--- config.mk ---
export PLATFORM = sky130hd
export DESIGN_NAME = sample_responder_flat
export DESIGN_NICKNAME = d
export VERILOG_FILES = /design/src/rtl/sample_responder_if.sv /design/src/rtl/sample_responder.sv /design/src/flat_wrapper.sv
export SDC_FILE = /design/constraint.sdc
export NUM_CORES = 1
export LEC_CHECK = 0
export ABC_AREA = 1
export BUFFER_PORTS_ARGS = -buffer_cell sky130_fd_sc_hd__buf_2
export CAP_MARGIN = 20
export CORE_ASPECT_RATIO = 0.9
export CORE_MARGIN = 4
export CORE_UTILIZATION = 58
export DETAILED_ROUTE_END_ITERATION = 7
export GPL_TIMING_DRIVEN = 0
export HOLD_SLACK_MARGIN = 0.05
export MAX_ROUTING_LAYER = met4
export PLACE_DENSITY_LB_ADDON = 0.08
export SLEW_MARGIN = 10
export SYNTH_ARGS = -nofsm -noshare
export SYNTH_HDL_FRONTEND = slang
export SYNTH_SLANG_ARGS = --single-unit
--- constraint.sdc ---
create_clock -name clk -period 2.8 [get_ports clk]
set_input_delay 0.28 -clock clk [delete_from_list [all_inputs] [get_ports clk]]
set_output_delay 0.28 -clock clk [all_outputs]
set_load 0.01 [all_outputs]
--- src/rtl/sample_responder_if.sv ---
// rtl/sample_responder_if.sv - sample memory and network datapath bus of the sample responder
interface sample_responder_if #(
   parameter int BITS = 16
) ();
   logic            mem_rd;
   logic [BITS-1:0] mem_addr;
   logic [BITS-1:0] mem_x;
   logic [BITS-1:0] mem_t;
   logic            net_valid;
   logic            net_ready;
   logic            net_mode;
   logic [BITS-1:0] net_x;
   logic            net_done;
   logic [BITS-1:0] net_y;

   modport master (
      output mem_rd, mem_addr, net_valid, net_mode, net_x,
      input  mem_x, mem_t, net_ready, net_done, net_y
   );

   modport slave (
      input  mem_rd, mem_addr, net_valid, net_mode, net_x,
      output mem_x, mem_t, net_ready, net_done, net_y
   );
endinterface

--- src/rtl/sample_responder.sv ---
// rtl/sample_responder.sv - fetch sample/target, run datapath step, report train/validation result
// Optional squared validation error selected by SQ_ERROR_EN.
module sample_responder #(
   parameter int BITS = 16,
   parameter int FRAC = 8
) (
   input  logic            clk,
   input  logic            rst_n,
   input  logic            tr_req,
   input  logic            vl_req,
   input  logic [BITS-1:0] TRAIN,
   input  logic [BITS-1:0] VALID,
   sample_responder_if.master bus,
   output logic            s_train,
   output logic            s_error,
   output logic [BITS-1:0] error,
   output logic            busy,
   output logic            overrun
);
   typedef enum logic [2:0] {
      IDLE, FETCH, LOAD, ISSUE, WAIT_NET,
`ifdef SQ_ERROR_EN
      SQUARE,
`endif
      REPORT
   } state_t;

   localparam logic [BITS:0] SAT = {2'b00, {(BITS-1){1'b1}}};

   if (FRAC >= 2*BITS) begin : g_frac_range
      $error("FRAC must be below 2*BITS");
   end

   state_t            state, next;
   logic [BITS-1:0]   target, tr_idx, vl_idx;
   logic signed [BITS:0] diff;
   logic [BITS:0]     mag;
   logic [BITS-1:0]   mag_sat;
   logic              req_any;

   assign req_any = tr_req | vl_req;

   // Prediction and target are both signed; one extra bit keeps the difference exact.
   always_comb begin
      diff    = $signed({bus.net_y[BITS-1], bus.net_y}) - $signed({target[BITS-1], target});
      mag     = diff[BITS] ? $unsigned(-diff) : $unsigned(diff);
      mag_sat = (mag > SAT) ? SAT[BITS-1:0] : mag[BITS-1:0];
   end

`ifdef SQ_ERROR_EN
   localparam logic [2*BITS-1:0] SAT2 = {{(BITS+1){1'b0}}, {(BITS-1){1'b1}}};
   logic [BITS-1:0]   mag_q;
   logic [2*BITS-1:0] prod, scaled;

   always_comb begin
      prod   = {{BITS{1'b0}}, mag_q} * {{BITS{1'b0}}, mag_q};
      scaled = prod >> FRAC;
   end
`endif

   always_comb begin
      next = state;
      case (state)
         IDLE:     if (req_any) next = FETCH;
         FETCH:    next = LOAD;
         LOAD:     next = ISSUE;
         ISSUE:    if (bus.net_ready) next = WAIT_NET;
         WAIT_NET: begin
            if (bus.net_done) begin
`ifdef SQ_ERROR_EN
               next = bus.net_mode ? REPORT : SQUARE;
`else
               next = REPORT;
`endif
            end
         end
`ifdef SQ_ERROR_EN
         SQUARE:   next = REPORT;
`endif
         REPORT:   next = IDLE;
         default:  next = IDLE;
      endcase
   end

   // Strobes are decoded from next so every output leaves a flop.
   always_ff @(posedge clk or negedge rst_n) begin
      if (!rst_n) begin
         state         <= IDLE;
         busy          <= 1'b0;
         bus.mem_rd    <= 1'b0;
         bus.mem_addr  <= '0;
         bus.net_valid <= 1'b0;
         bus.net_mode  <= 1'b0;
         bus.net_x     <= '0;
         target        <= '0;
         tr_idx        <= '0;
         vl_idx        <= '0;
         error         <= '0;
         s_train       <= 1'b0;
         s_error       <= 1'b0;
         overrun       <= 1'b0;
`ifdef SQ_ERROR_EN
         mag_q         <= '0;
`endif
      end else begin
         state         <= next;
         busy          <= (next != IDLE);
         bus.mem_rd    <= (next == FETCH);
         bus.net_valid <= (next == ISSUE);
         s_train       <= (next == REPORT) &&  bus.net_mode;
         s_error       <= (next == REPORT) && !bus.net_mode;

         if (state == IDLE && req_any) begin
            bus.net_mode <= tr_req;
            bus.mem_addr <= tr_req ? tr_idx : TRAIN + vl_idx;
         end

         if ((state != IDLE && req_any) || (state == IDLE && tr_req && vl_req))
            overrun <= 1'b1;

         if (state == LOAD) begin
            bus.net_x <= bus.mem_x;
            target    <= bus.mem_t;
         end

         if (state == WAIT_NET && bus.net_done && !bus.net_mode) begin
`ifdef SQ_ERROR_EN
            mag_q <= mag_sat;
`else
            error <= mag_sat;
`endif
         end

`ifdef SQ_ERROR_EN
         if (state == SQUARE)
            error <= (scaled > SAT2) ? SAT2[BITS-1:0] : scaled[BITS-1:0];
`endif

         if (state == REPORT) begin
            if (bus.net_mode)
               tr_idx <= (tr_idx == TRAIN - BITS'(1)) ? '0 : tr_idx + BITS'(1);
            else
               vl_idx <= (vl_idx == VALID - BITS'(1)) ? '0 : vl_idx + BITS'(1);
         end
      end
   end
endmodule

--- src/flat_wrapper.sv ---
// flat-port wrapper written by rule: the top's interface ports become plain ports
module sample_responder_flat 
#(
   parameter int BITS = 16,
   parameter int FRAC = 8
)
  (clk, rst_n, tr_req, vl_req, TRAIN, VALID, s_train, s_error, error, busy, overrun, bus_mem_rd, bus_mem_addr, bus_net_valid, bus_net_mode, bus_net_x, bus_mem_x, bus_mem_t, bus_net_ready, bus_net_done, bus_net_y);
  sample_responder_if #(.BITS(BITS)) bus_i ();
  input  logic clk;
  input  logic rst_n;
  input  logic tr_req;
  input  logic vl_req;
  input  logic [BITS-1:0] TRAIN;
  input  logic [BITS-1:0] VALID;
  output logic s_train;
  output logic s_error;
  output logic [BITS-1:0] error;
  output logic busy;
  output logic overrun;
  output wire logic [$bits(bus_i.mem_rd)-1:0] bus_mem_rd;
  output wire logic [$bits(bus_i.mem_addr)-1:0] bus_mem_addr;
  output wire logic [$bits(bus_i.net_valid)-1:0] bus_net_valid;
  output wire logic [$bits(bus_i.net_mode)-1:0] bus_net_mode;
  output wire logic [$bits(bus_i.net_x)-1:0] bus_net_x;
  input wire logic [$bits(bus_i.mem_x)-1:0] bus_mem_x;
  input wire logic [$bits(bus_i.mem_t)-1:0] bus_mem_t;
  input wire logic [$bits(bus_i.net_ready)-1:0] bus_net_ready;
  input wire logic [$bits(bus_i.net_done)-1:0] bus_net_done;
  input wire logic [$bits(bus_i.net_y)-1:0] bus_net_y;
  assign bus_mem_rd = bus_i.mem_rd;
  assign bus_mem_addr = bus_i.mem_addr;
  assign bus_net_valid = bus_i.net_valid;
  assign bus_net_mode = bus_i.net_mode;
  assign bus_net_x = bus_i.net_x;
  assign bus_i.mem_x = bus_mem_x;
  assign bus_i.mem_t = bus_mem_t;
  assign bus_i.net_ready = bus_net_ready;
  assign bus_i.net_done = bus_net_done;
  assign bus_i.net_y = bus_net_y;
  sample_responder #(.BITS(BITS), .FRAC(FRAC)) u_core (.clk(clk), .rst_n(rst_n), .tr_req(tr_req), .vl_req(vl_req), .TRAIN(TRAIN), .VALID(VALID), .bus(bus_i), .s_train(s_train), .s_error(s_error), .error(error), .busy(busy), .overrun(overrun));
endmodule
==> results by group, run 1 <==
Timing
  – Time the worst path needs with I/O delays and setup: approximately 2.7 ns
  – Achievable Freq: 0.3717 GHz
  – Final setup margin: ~0.11 ns
  – Post-route clock period utilization: 0.9608
  – Final setup TNS: 0 ns
  – Slew @ Worst Pin: 0.5942 ns
  – Final setup viols: 0
  – Slew Viols, Final: 0
  – Final hold violations: 0
  – RSZ-0062 raised after global routing: yes
  – Clock Skews: 0.01084 ns
  – Worst hold margin: 0.1055 ns
  – Max-Slew Margin vs Limit: 0.6008

Setup path
  – R2R Path Start: u_core.target[0]
  – Setup CP Type: flop to flop
  – Critical Path End Type: flop
  – Worst Setup SP: u_core.target[0]
  – Worst reg-to-reg setup slack: about 0.11 ns
  – Crit start category: flop
  – Critical Path RT: 3.06 ns
  – CP Capture Point: u_core.error[9]
  – Reg2reg path depth: 15
  – Max Fanout on Critical Path: 6
  – Worst reg2reg path endpoint: u_core.error[9]
  – Crit path DAT: 2.95 ns

Global route
  – Global-route wire length before repair: 34450 um
  – Met1 Usage GRT: 0.3817
  – Total GRT Usage: 0.2681
  – Vias in the first global route: 7245
  – Met3 usage: 0.04748
  – GRT busiest layer: met2
  – GRT overflow: 0
  – Met2 Use GR: 0.3967
  – Largest net degree at the start of global routing: 82
  – Initial antenna violation count: 2

Pwr
  – Net Sw Frac: 0.4990
  – Static Leak: 5.080 nW
  – Combinational power share: 0.609
  – Power per cell area: around 1100 mW/mm^2
  – Internal: 5.396 mW
  – Final Power: 10.77 mW
  – Clock power share: 0.122
  – Switch Pwr: 5.375 mW
  – VDD IR-drop max: 706.4 uV
  – Sequential Power Share: 0.269

Floorplanning
  – Starting Density: 0.5921
  – Die H: about 120 um
  – Core Area: 0.01406 mm^2
  – Die Width: roughly 130 um
  – # rows: 41
  – I/O pin count: 141
  – Die area: 0.01633 mm^2

Finish
  – Area Growth Syn to Fin: 17.06%
  – Storage cell area: 0.002653 mm^2
  – Fin area: 0.009743 mm^2
  – Layout Cells excl Fill: 1564
  – Final Net Count: 1488
  – Share of post-route cells with drive strength above 1: 0.1804
  – Fill count: approximately 1300
  – Multi-input combinational cell area: about 0.0050 mm^2
  – Final Util: 0.6932

Logic synthesis
  – Yosys reg bits: between 100 and 150
  – Synth async-reset ratio: 1.000
  – Top_reg_cell synth: dfrtp_1
  – Synth area leaders: dfrtp_1 (32%), nand2_1 (15%), inv_1 (7.4%), xor2_1 (7.3%), ha_1 (5.4%)
  – Most common cell in the synthesized netlist: nand2_1
  – Mapped cell area: ~0.0083 mm^2
  – Sequential fraction of the synthesis area: 0.3187
  – Synthesized netlist cell count: 1203
  – Synth cell types: 42
  – YS warnings: 0
  – Post-synth top area share: 0.3187
  – Area leader, netlist: dfrtp_1
  – Post-synth EDFFs: 0
  – Syn nets: around 1300
  – Mapped Avg Cell Area: about 6.9 um^2
  – Commonest cells in the netlist: nand2_1 (327), inv_1 (164), dfrtp_1 (106), nor2_1 (99), nand3_1 (80)

Clocking
  – Clk Tree Root Cell: clkbuf_16
  – Clock sink count: 106
  – Num CTS Buffers: 9
  – H-tree depth: 3
  – CTS tree: done
  – Clock buffer depth: 2
  – Clk_lat worst skew: about 0.36 ns
  – Worst-path clk slew: 0.08 ns

Routing
  – DRT Pass-1 Iters: 8
  – Iter 0 DRT Violations: 541
  – Total number of vias: 8107
  – DR vias/cell: 5.184
  – Total Wirelength: between 20000 and 25000 um
  – Final ANT Viol Nets: 0
  – Remaining DRCs: 0
  – Wire per inst: 13.57 um

Outcome
  – Status: finished, final reports clean

Placed design
  – Worst slack, placed: 0.004942 ns
  – GPL Wtd Cong: 0.9263
  – Placed insts: 1537
  – DP Wirelength: 17170 um
  – Area after DPL: 0.009299 mm^2
  – PortBufs: 140

Worst hold path
  – Worst Hold Class: primary input to flop

Job
  – Max cap viols: 0
what timing repair did:
item	in CTS	in global routing
cloned	0	2
setup buffers	0	6
resized for setup	1	17
setup endpoints to repair	1	15
hold buffers	1	0
pin swaps	0	6
hold endpoints to repair	25	0
registers in the layout, indices dropped and copies added (netlist names):
name / flops
u_core.bus.net_mode: 1
u_core.tr_idx: 16
u_core.s_train: 1
u_core.vl_idx: 16
u_core.busy: 1
u_core.bus.net_x: 16
u_core.state: 3
u_core.bus.mem_addr: 16
u_core.target: 16
u_core.s_error: 1
u_core.error: 16
u_core.bus.mem_rd: 1
u_core.overrun: 1
u_core.bus.net_valid: 1
worst max-delay path, cell delays in order, from the launching register on:
cell and delay (ns):
dfrtp_1 0.42, ha_1 0.23, fa_2 0.57, nand2_1 0.07, a21oi_2 0.14, nand3_2 0.11
nor2_4 0.12, nand3_2 0.12, nor2_4 0.11, nand3_2 0.10, nand2_4 0.11, nand2_2 0.09
nand2_4 0.11, nand3_4 0.10, nor2_1 0.12, nor2_1 0.05
cell usage in the layout, fill, tap and decap left out, types with 3 or more instances in the layout:
master | Yosys | routed
buf_6 | 2 | 4
nand3_1 | 80 | 79
nand3b_1 | 24 | 24
inv_1 | 164 | 163
buf_2 | 2 | 141
ha_1 | 36 | 36
xnor2_1 | 16 | 16
nand3_2 | 7 | 8
a21oi_1 | 43 | 42
xor2_1 | 69 | 68
nor4_1 | 13 | 13
nand2_1 | 327 | 324
clkinv_8 | 0 | 3
nand4_1 | 36 | 36
nor2_2 | 13 | 13
dfrtp_1 | 106 | 106
or2_2 | 21 | 21
nor2_4 | 0 | 3
inv_2 | 3 | 4
buf_4 | 1 | 6
nor3_1 | 15 | 15
nand2_2 | 13 | 18
clkbuf_1 | 20 | 20
inv_6 | 0 | 3
nor2_1 | 99 | 96
o21ai_0 | 63 | 62
and2_1 | 4 | 4
nand2_4 | 3 | 3
clkbuf_16 | 0 | 9
routing by layer:
layer | share of wire | wire [um]
met1 | 0.49 | 10370
met4 | 0.020 | 432
met3 | 0.063 | 1336
met2 | 0.43 | 9091
met5 | 0 | 0
logic make-up (layout without fill, tap and decap cells):
family                     after synthesis  count (layout)  synth area share
AOI/OAI and AO/OA                      117             117           0.07381
xor gates and xnor gates                85              85           0.08945
adders and majority gates               38              38           0.05893
buffers and inverters                  195             359           0.09080
DFF                                    106             106            0.3187
other                                    0               2                 0
and+or+nand+nor                        662             664            0.3683
cell type report:
class	instances	area share
diodes	2	0.0005137
repair buffers	148	0.08103
well taps	193	0.02478
inverters	170	0.06601
multi-input cells	904	0.5107
clock buffers	9	0.02312
flip-flops and latches	106	0.2722
plain buffers	25	0.01220
clock inverters	7	0.009375
worst min path at each step:
stage | endpoint | depth (start not counted) | startpoint | slack (ns)
global route | u_core.bus.net_x[15] | 3 | bus_mem_x[15] | 0.11
floorplan | u_core.bus.mem_addr[0] | 0 | rst_n | -0.02
finish | u_core.bus.net_x[0] | 3 | bus_mem_x[0] | 0.11
CTS | u_core.bus.net_x[0] | 3 | bus_mem_x[0] | 0.09
global placement | u_core.bus.net_x[1] | 2 | u_core.bus.net_x[1] | 0.45
detailed placement | u_core.error[14] | 1 | rst_n | 0.16
power by group through the flow:
stage	registers [mW]	logic (mW)	clock network [mW]
final	2.90	6.56	1.32
after global routing	2.99	7.44	1.41
after CTS	2.88	6.29	1.34
after detailed placement	2.89	6.26	0
after global placement	2.89	6.10	0
after floorplan	2.92	4.57	0
Power figures use the tool's default switching activity.
==> inputs of run 2 (changes only) <==
--- a/config.mk
+++ b/config.mk
@@ -10,7 +10,7 @@
 export CAP_MARGIN = 20
 export CORE_ASPECT_RATIO = 0.9
 export CORE_MARGIN = 4
-export CORE_UTILIZATION = 58
+export CORE_UTILIZATION = 62
 export DETAILED_ROUTE_END_ITERATION = 7
 export GPL_TIMING_DRIVEN = 0
 export HOLD_SLACK_MARGIN = 0.05
==> constraint.sdc (replaced) <==
create_clock -name clk -period 3.45 [get_ports clk]
set_input_delay 0.345 -clock clk [delete_from_list [all_inputs] [get_ports clk]]
set_output_delay 0.345 -clock clk [all_outputs]
set_load 0.01 [all_outputs]
==> run 2 against run 1 <==
Net effect:
- power decreased by 21%
- first-iteration DRC count grew 41%
- clock power shrank 21%
- flip-flop and latch count unchanged
- combinational power fell by 21%
- global-route usage is 2.5 points higher
- worst hold slack better by 0.067 ns
- clock skew grew 0.0023 ns
- fmax is 5.0% lower
- critical path type unchanged
- critical endpoint is now u_core.error[13]
- largest power group unchanged
==> results by group, run 2 (same netlist as run 1, synthesis figures left out) <==
Clocking
  – Post-CTS Setup Inserts: 0
  – CTS tree: done
  – H-tree depth: 3
  – Clk_lat worst skew: about 0.36 ns
  – Clk Tree Root Cell: clkbuf_16
  – Num CTS Buffers: 9
  – Worst-path clk slew: 0.08 ns
  – Clock sink count: 106
  – Clock buffer depth: 2

Pwr
  – VDD IR-drop max: 470.1 uV
  – Static Leak: ~5.0 nW
  – Power per cell area: 891.6 mW/mm^2

Finish
  – Fin area: 0.009582 mm^2
  – Final Net Count: 1480
  – Fill count: 1128
  – Multi-input combinational cell area: between 0.004 and 0.005 mm^2
  – Most common cell after layout, fill and taps aside: nand2_1
  – Storage cell area: around 0.0027 mm^2
  – Area Growth Syn to Fin: 15.12%
  – Share of post-route cells with drive strength above 1: 0.1675
  – Most frequent cells in the layout: nand2_1 (327), inv_1 (164), buf_2 (141)

Placed design
  – GPL Wtd Cong: 0.9623
  – Area after DPL: 0.009263 mm^2
  – DP Wirelength: 17090 um
  – PortBufs: 140

Timing
  – Time the worst path needs with I/O delays and setup: 2.833 ns
  – Post-route clock period utilization: 0.8212
  – Max-Slew Margin vs Limit: 0.6115
  – Final hold violations: 0
  – Slew Viols, Final: 0
  – Final setup TNS: 0 ns
  – Final setup viols: 0
  – RSZ-0062 raised after global routing: no
  – Slew @ Worst Pin: 0.5827 ns
  – Clock Skews: approximately 0.013 ns
  – Achievable Freq: 0.3530 GHz

Setup path
  – Max Fanout on Critical Path: 10
  – Crit start category: flop
  – Critical Path End Type: flop
  – Crit path DAT: 3.08 ns
  – Setup CP Type: flop to flop
  – Critical Path RT: 3.70 ns

Worst hold path
  – Worst Hold Class: primary input to flop

Global route
  – Vias in the first global route: 7527
  – Global-route wire length before repair: approximately 36000 um
  – Total GRT Usage: 0.2931
  – Initial antenna violation count: 2
  – Largest net degree at the start of global routing: slightly above 90
  – GRT overflow: 0

Floorplanning
  – Starting Density: 0.6436
  – Die area: about 0.015 mm^2
  – # rows: 39
  – Die H: 117.9 um
  – Die Width: about 130 um
  – I/O pin count: approximately 140
  – Core Area: 0.01293 mm^2

Routing
  – Iter 0 DRT Violations: 762
  – Total Wirelength: 21190 um
  – DRT Pass-1 Iters: 5
  – Total number of vias: ~8100
  – Wire per inst: 13.87 um
  – Remaining DRCs: 0
  – Final ANT Viol Nets: 0
  – DR vias/cell: 5.329

Job
  – Max cap viols: 0

Outcome
  – Status: finished, final reports clean
run 2: final cells by class:
type / instances / share of cell area
plain buffers: 25 / 0.01201
clock buffers: 9 / 0.02350
multi-input cells: 902 / 0.5129
flip-flops and latches: 106 / 0.2768
well taps: 164 / 0.02142
clock inverters: 7 / 0.008227
repair buffers: 142 / 0.07770
diodes: 2 / 0.0005223
inverters: 170 / 0.06686
run 2: through the flow:
step	setup slack (ns)	util	hold slack, ns	power (mW)	cells
2_1_floorplan	1.003	-	0.04941	6.076	1203
3_3_place_gp	0.6597	0.7137	0.4492	7.289	1507
3_5_place_dp	0.5756	0.7163	0.1776	7.451	1508
4_1_cts	0.6185	0.7406	0.1648	8.526	1525
5_1_grt	0.2942	0.7410	0.1749	9.427	1527
6_report	0.6169	0.7410	0.1729	8.543	1527
run 2: path summary, 6_finish.rpt:
kind | end | slack (ns) | from | depth (start not counted)
max | u_core.error[13] | 0.62 | u_core.target[0] | 16
min | u_core.bus.net_x[0] | 0.17 | bus_mem_x[0] | 3
max reg2reg | u_core.error[13] | 0.62 | u_core.target[0] | 16
min reg2reg | u_core.bus.net_x[0] | 0.47 | u_core.bus.net_x[0] | 2
max in group asynchronous | u_core.bus.mem_addr[12] | 2.42 | rst_n | 3
min in group asynchronous | u_core.error[1] | 0.38 | rst_n | 2
run 2: timing repair:
item / in CTS / in global routing
hold endpoints to repair: 14 / 0
gates resized for setup: 0 / 0
hold buffers: 1 / 0
run 2: power breakdown:
group / switching (mW) / internal [mW] / total (mW)
clock: 0.524 / 0.517 / 1.04
combinational: 3.24 / 1.91 / 5.15
sequential: 0.514 / 1.84 / 2.35
run 2: worst max-delay path, cell delays in order, from the launching register on:
cell     delay (ns)
dfrtp_1        0.42
ha_1           0.22
fa_1           0.38
inv_1          0.11
nand2_1        0.10
a21oi_1        0.25
nand3_1        0.13
nor2_2         0.15
nand3_2        0.11
nor2_2         0.13
nand3_2        0.11
nand2_4        0.11
nand2_2        0.07
nand2_4        0.12
nand3_4        0.10
nor2_1         0.14
nor2_1         0.05
run 2: layer usage:
metal / track usage / vias up / share of wire
met5: - / - / 0
met4: 0.05390 / 0 / 0.0093
met3: 0.04900 / 22 / 0.072
met2: 0.4343 / 253 / 0.44
met1: 0.4273 / 3695 / 0.48
li1: - / 4168 / -
==> inputs of run 3 (changes only) <==
--- a/config.mk
+++ b/config.mk
@@ -5,12 +5,12 @@
 export SDC_FILE = /design/constraint.sdc
 export NUM_CORES = 1
 export LEC_CHECK = 0
-export ABC_AREA = 1
+export ABC_AREA = 0
 export BUFFER_PORTS_ARGS = -buffer_cell sky130_fd_sc_hd__buf_2
 export CAP_MARGIN = 20
 export CORE_ASPECT_RATIO = 0.9
 export CORE_MARGIN = 4
-export CORE_UTILIZATION = 62
+export CORE_UTILIZATION = 57
 export DETAILED_ROUTE_END_ITERATION = 7
 export GPL_TIMING_DRIVEN = 0
 export HOLD_SLACK_MARGIN = 0.05
==> constraint.sdc (replaced) <==
create_clock -name clk -period 2.65 [get_ports clk]
set_input_delay 0.265 -clock clk [delete_from_list [all_inputs] [get_ports clk]]
set_output_delay 0.265 -clock clk [all_outputs]
set_load 0.01 [all_outputs]
==> run 3 against run 2 <==
Net effect:
- the flow now finishes with violations (negative setup slack)
- sequential power grew 18%
- global-route usage shrank 2.1 points
- register-to-register slack lost 1.3 ns
- clock skew shrank 0.0049 ns
- combinational power grew 12%
- critical path depth shrank 3
- critical path type unchanged
- largest cell class unchanged
==> results by group, run 3 <==
Clocking
  – H-tree depth: 3
  – Clk Tree Root Cell: clkbuf_16
  – Worst-path clk slew: ~0.070 ns
  – CTS tree: done
  – Clk_lat worst skew: 0.36 ns
  – Num CTS Buffers: 9
  – Clock sink count: 106
  – Clock buffer depth: 2

Finish
  – Share of post-route cells with drive strength above 1: 0.2772
  – Number of diodes: 0
  – Area Growth Syn to Fin: 23.51%
  – Final Net Count: around 1100
  – Most common cell after layout, fill and taps aside: buf_2
  – Most frequent cells in the layout: buf_2 (138), dfrtp_1 (104), nor2_1 (88)

Floorplanning
  – I/O pin count: 141
  – Die area: 0.01471 mm^2
  – Die Width: approximately 130 um
  – Starting Density: 0.5939
  – Die H: roughly 120 um
  – Core Area: about 0.012 mm^2
  – # rows: 38

Timing
  – Final setup viols: 15
  – Final setup margin: -0.6830 ns
  – Post-route clock period utilization: 1.258
  – Time the worst path needs with I/O delays and setup: approximately 3.3 ns
  – Slew Viols, Final: 0
  – Max-Slew Margin vs Limit: 0.4862
  – RSZ-0062 raised after global routing: yes
  – Final hold violations: 0
  – Clock Skews: 0.008254 ns
  – Achievable Freq: 0.3000 GHz
  – Slew @ Worst Pin: 0.7656 ns

Logic synthesis
  – Sequential fraction of the synthesis area: 0.3627
  – Top_reg_cell synth: dfrtp_1
  – Synth area leaders: dfrtp_1 (36%), ha_1 (6.2%), xor2_1 (6.1%), xnor2_1 (4.8%), nor2_1 (4.5%)
  – Commonest cells in the netlist: dfrtp_1 (106), nor2_1 (88), nand2_1 (81), xor2_1 (51), o21ai_0 (49)
  – Post-synth top area share: 0.3627
  – Yosys reg bits: 106
  – Synth cell types: 75
  – Syn nets: 950
  – Synthesized netlist cell count: 826
  – Post-synth EDFFs: 0
  – Area leader, netlist: dfrtp_1
  – Synth async-reset ratio: 1.000
  – YS warnings: 0
  – Mapped Avg Cell Area: 8.854 um^2
  – Most common cell in the synthesized netlist: dfrtp_1
  – Mapped cell area: 0.007313 mm^2

Pwr
  – Final Power: 9.894 mW
  – Static Leak: ~4 nW
  – Power per cell area: 1095 mW/mm^2
  – VDD IR-drop max: between 800 and 900 uV

Routing
  – DR vias/cell: 5.745
  – Total number of vias: 6681
  – Iter 0 DRT Violations: 452
  – Wire per inst: between 15 and 20 um
  – DRT Pass-1 Iters: 5
  – Remaining DRCs: 0
  – Total Wirelength: 19130 um
  – Final ANT Viol Nets: 0

Global route
  – Total GRT Usage: 0.2720
  – Vias in the first global route: 6404
  – Largest net degree at the start of global routing: 69
  – GRT overflow: 0
  – Initial antenna violation count: 0
  – Global-route wire length before repair: between 30000 and 40000 um

Worst hold path
  – Worst Hold Launch: bus_mem_t[8]
  – Worst Hold Class: primary input to flop

Placed design
  – PortBufs: 139
  – Worst slack, placed: -0.7420 ns
  – DP Wirelength: 14380 um
  – GPL Wtd Cong: 0.8824

Setup path
  – Worst Setup SP: u_core.target[0]
  – Critical Path RT: 2.86 ns
  – Setup CP Type: flop to flop
  – Crit start category: flop
  – Crit path DAT: 3.55 ns
  – R2R Path Start: u_core.target[0]
  – Critical Path End Type: flop
  – Max Fanout on Critical Path: 5

Job
  – Max cap viols: 0

Outcome
  – Status: finished with violations
  – Violated checks: negative setup slack
-- run 3: cell count changes in the layout (fill, tap and decap cells not counted), sizes merged, moves of 13 or more --
cell | before | now
a31oi | 0 | 25
buf | 146 | 166
inv | 172 | 45
mux2 | 0 | 19
nand2 | 343 | 81
nand3 | 89 | 36
nand3b | 24 | 2
nand4 | 36 | 9
nor2 | 112 | 88
nor2b | 0 | 13
nor3 | 17 | 34
or2 | 22 | 6
xnor2 | 16 | 40
xor2 | 69 | 53
-- run 3: routing by layer --
metal  wire (um)  part of all wire  track usage
met1        9692              0.51       0.4242
met2        7980              0.42       0.3700
met3        1252             0.065      0.04885
met4         199             0.010      0.05218
met5           0                 0            -
-- run 3: timing repair --
action,in CTS,in global routing
endpoints found under the setup margin,55,52
setup buffers,13,9
hold buffers,1,0
resized for setup,36,26
pin swaps,18,13
hold endpoints to repair,38,0
gates cloned,1,0
-- run 3: worst paths after layout --
check                                   end  slack (ns)  cells after the start
min in group asynchronous    u_core.s_error        0.39                      2
max in group asynchronous  u_core.vl_idx[1]        1.59                      3
setup / recovery            u_core.error[4]       -0.68                     13
setup reg to reg            u_core.error[4]       -0.68                     13
hold reg to reg              u_core.overrun        0.48                      1
hold / removal             u_core.target[8]        0.11                      3
-- run 3: layout make-up --
cell class | count | area, um^2
Multi-Input combinational cell | 655 | 4684
Buffer | 23 | 136.4
Sequential cell | 106 | 2655
Timing Repair Buffer | 162 | 900.9
Clock buffer | 9 | 225.2
Inverter | 42 | 157.7
Tap cell | 160 | 200.2
Fill cell | 956 | 3282
Clock inverter | 6 | 72.57
-- run 3: where the power goes --
| part | switching [mW] | internal, mW | leakage, nW |
|---|---|---|---|
| Sequential | 0.486 | 2.28 | 1.21 |
| Clock | 0.636 | 0.742 | 0.148 |
| Combinational | 3.31 | 2.44 | 2.54 |
-- run 3: cells by family (layout without fill, tap and decap cells) --
| logic type | after synthesis | count (layout) | share of synthesized area |
|---|---|---|---|
| xor+xnor | 93 | 93 | 0.1134 |
| buf+inv | 65 | 242 | 0.03849 |
| flops | 106 | 106 | 0.3627 |
| compound gates | 171 | 171 | 0.1610 |
| simple gates | 325 | 325 | 0.2152 |
| fa+ha+maj | 38 | 38 | 0.06707 |
| mux | 28 | 28 | 0.04209 |
-- run 3: critical path, stage by stage, from the launching register on --
cell and delay [ns]:
dfrtp_1 0.41, ha_2 0.19, fa_2 0.37, nand2b_4 0.18
a21oi_4 0.21, o211ai_1 0.22, a21oi_2 0.18, and4_1 0.25
nand4_1 0.19, o41ai_4 0.28, mux2i_2 0.29, buf_4 0.19
buf_8 0.14, a31oi_2 0.08
-- run 3: through the flow --
step           TNS [ns]  std cells  cell area (um^2)  hold WS (ns)  utilization
2_1_floorplan    -4.995        826              7353      -0.03059            -
3_3_place_gp     -23.54       1125              8249        0.4509       0.6699
3_5_place_dp     -24.39       1126              8283        0.2035       0.6726
4_1_cts          -8.476       1156              8867        0.1006       0.7201
5_1_grt          -11.58       1163              9032        0.1042       0.7335
6_report         -9.169       1163              9032        0.1111       0.7335
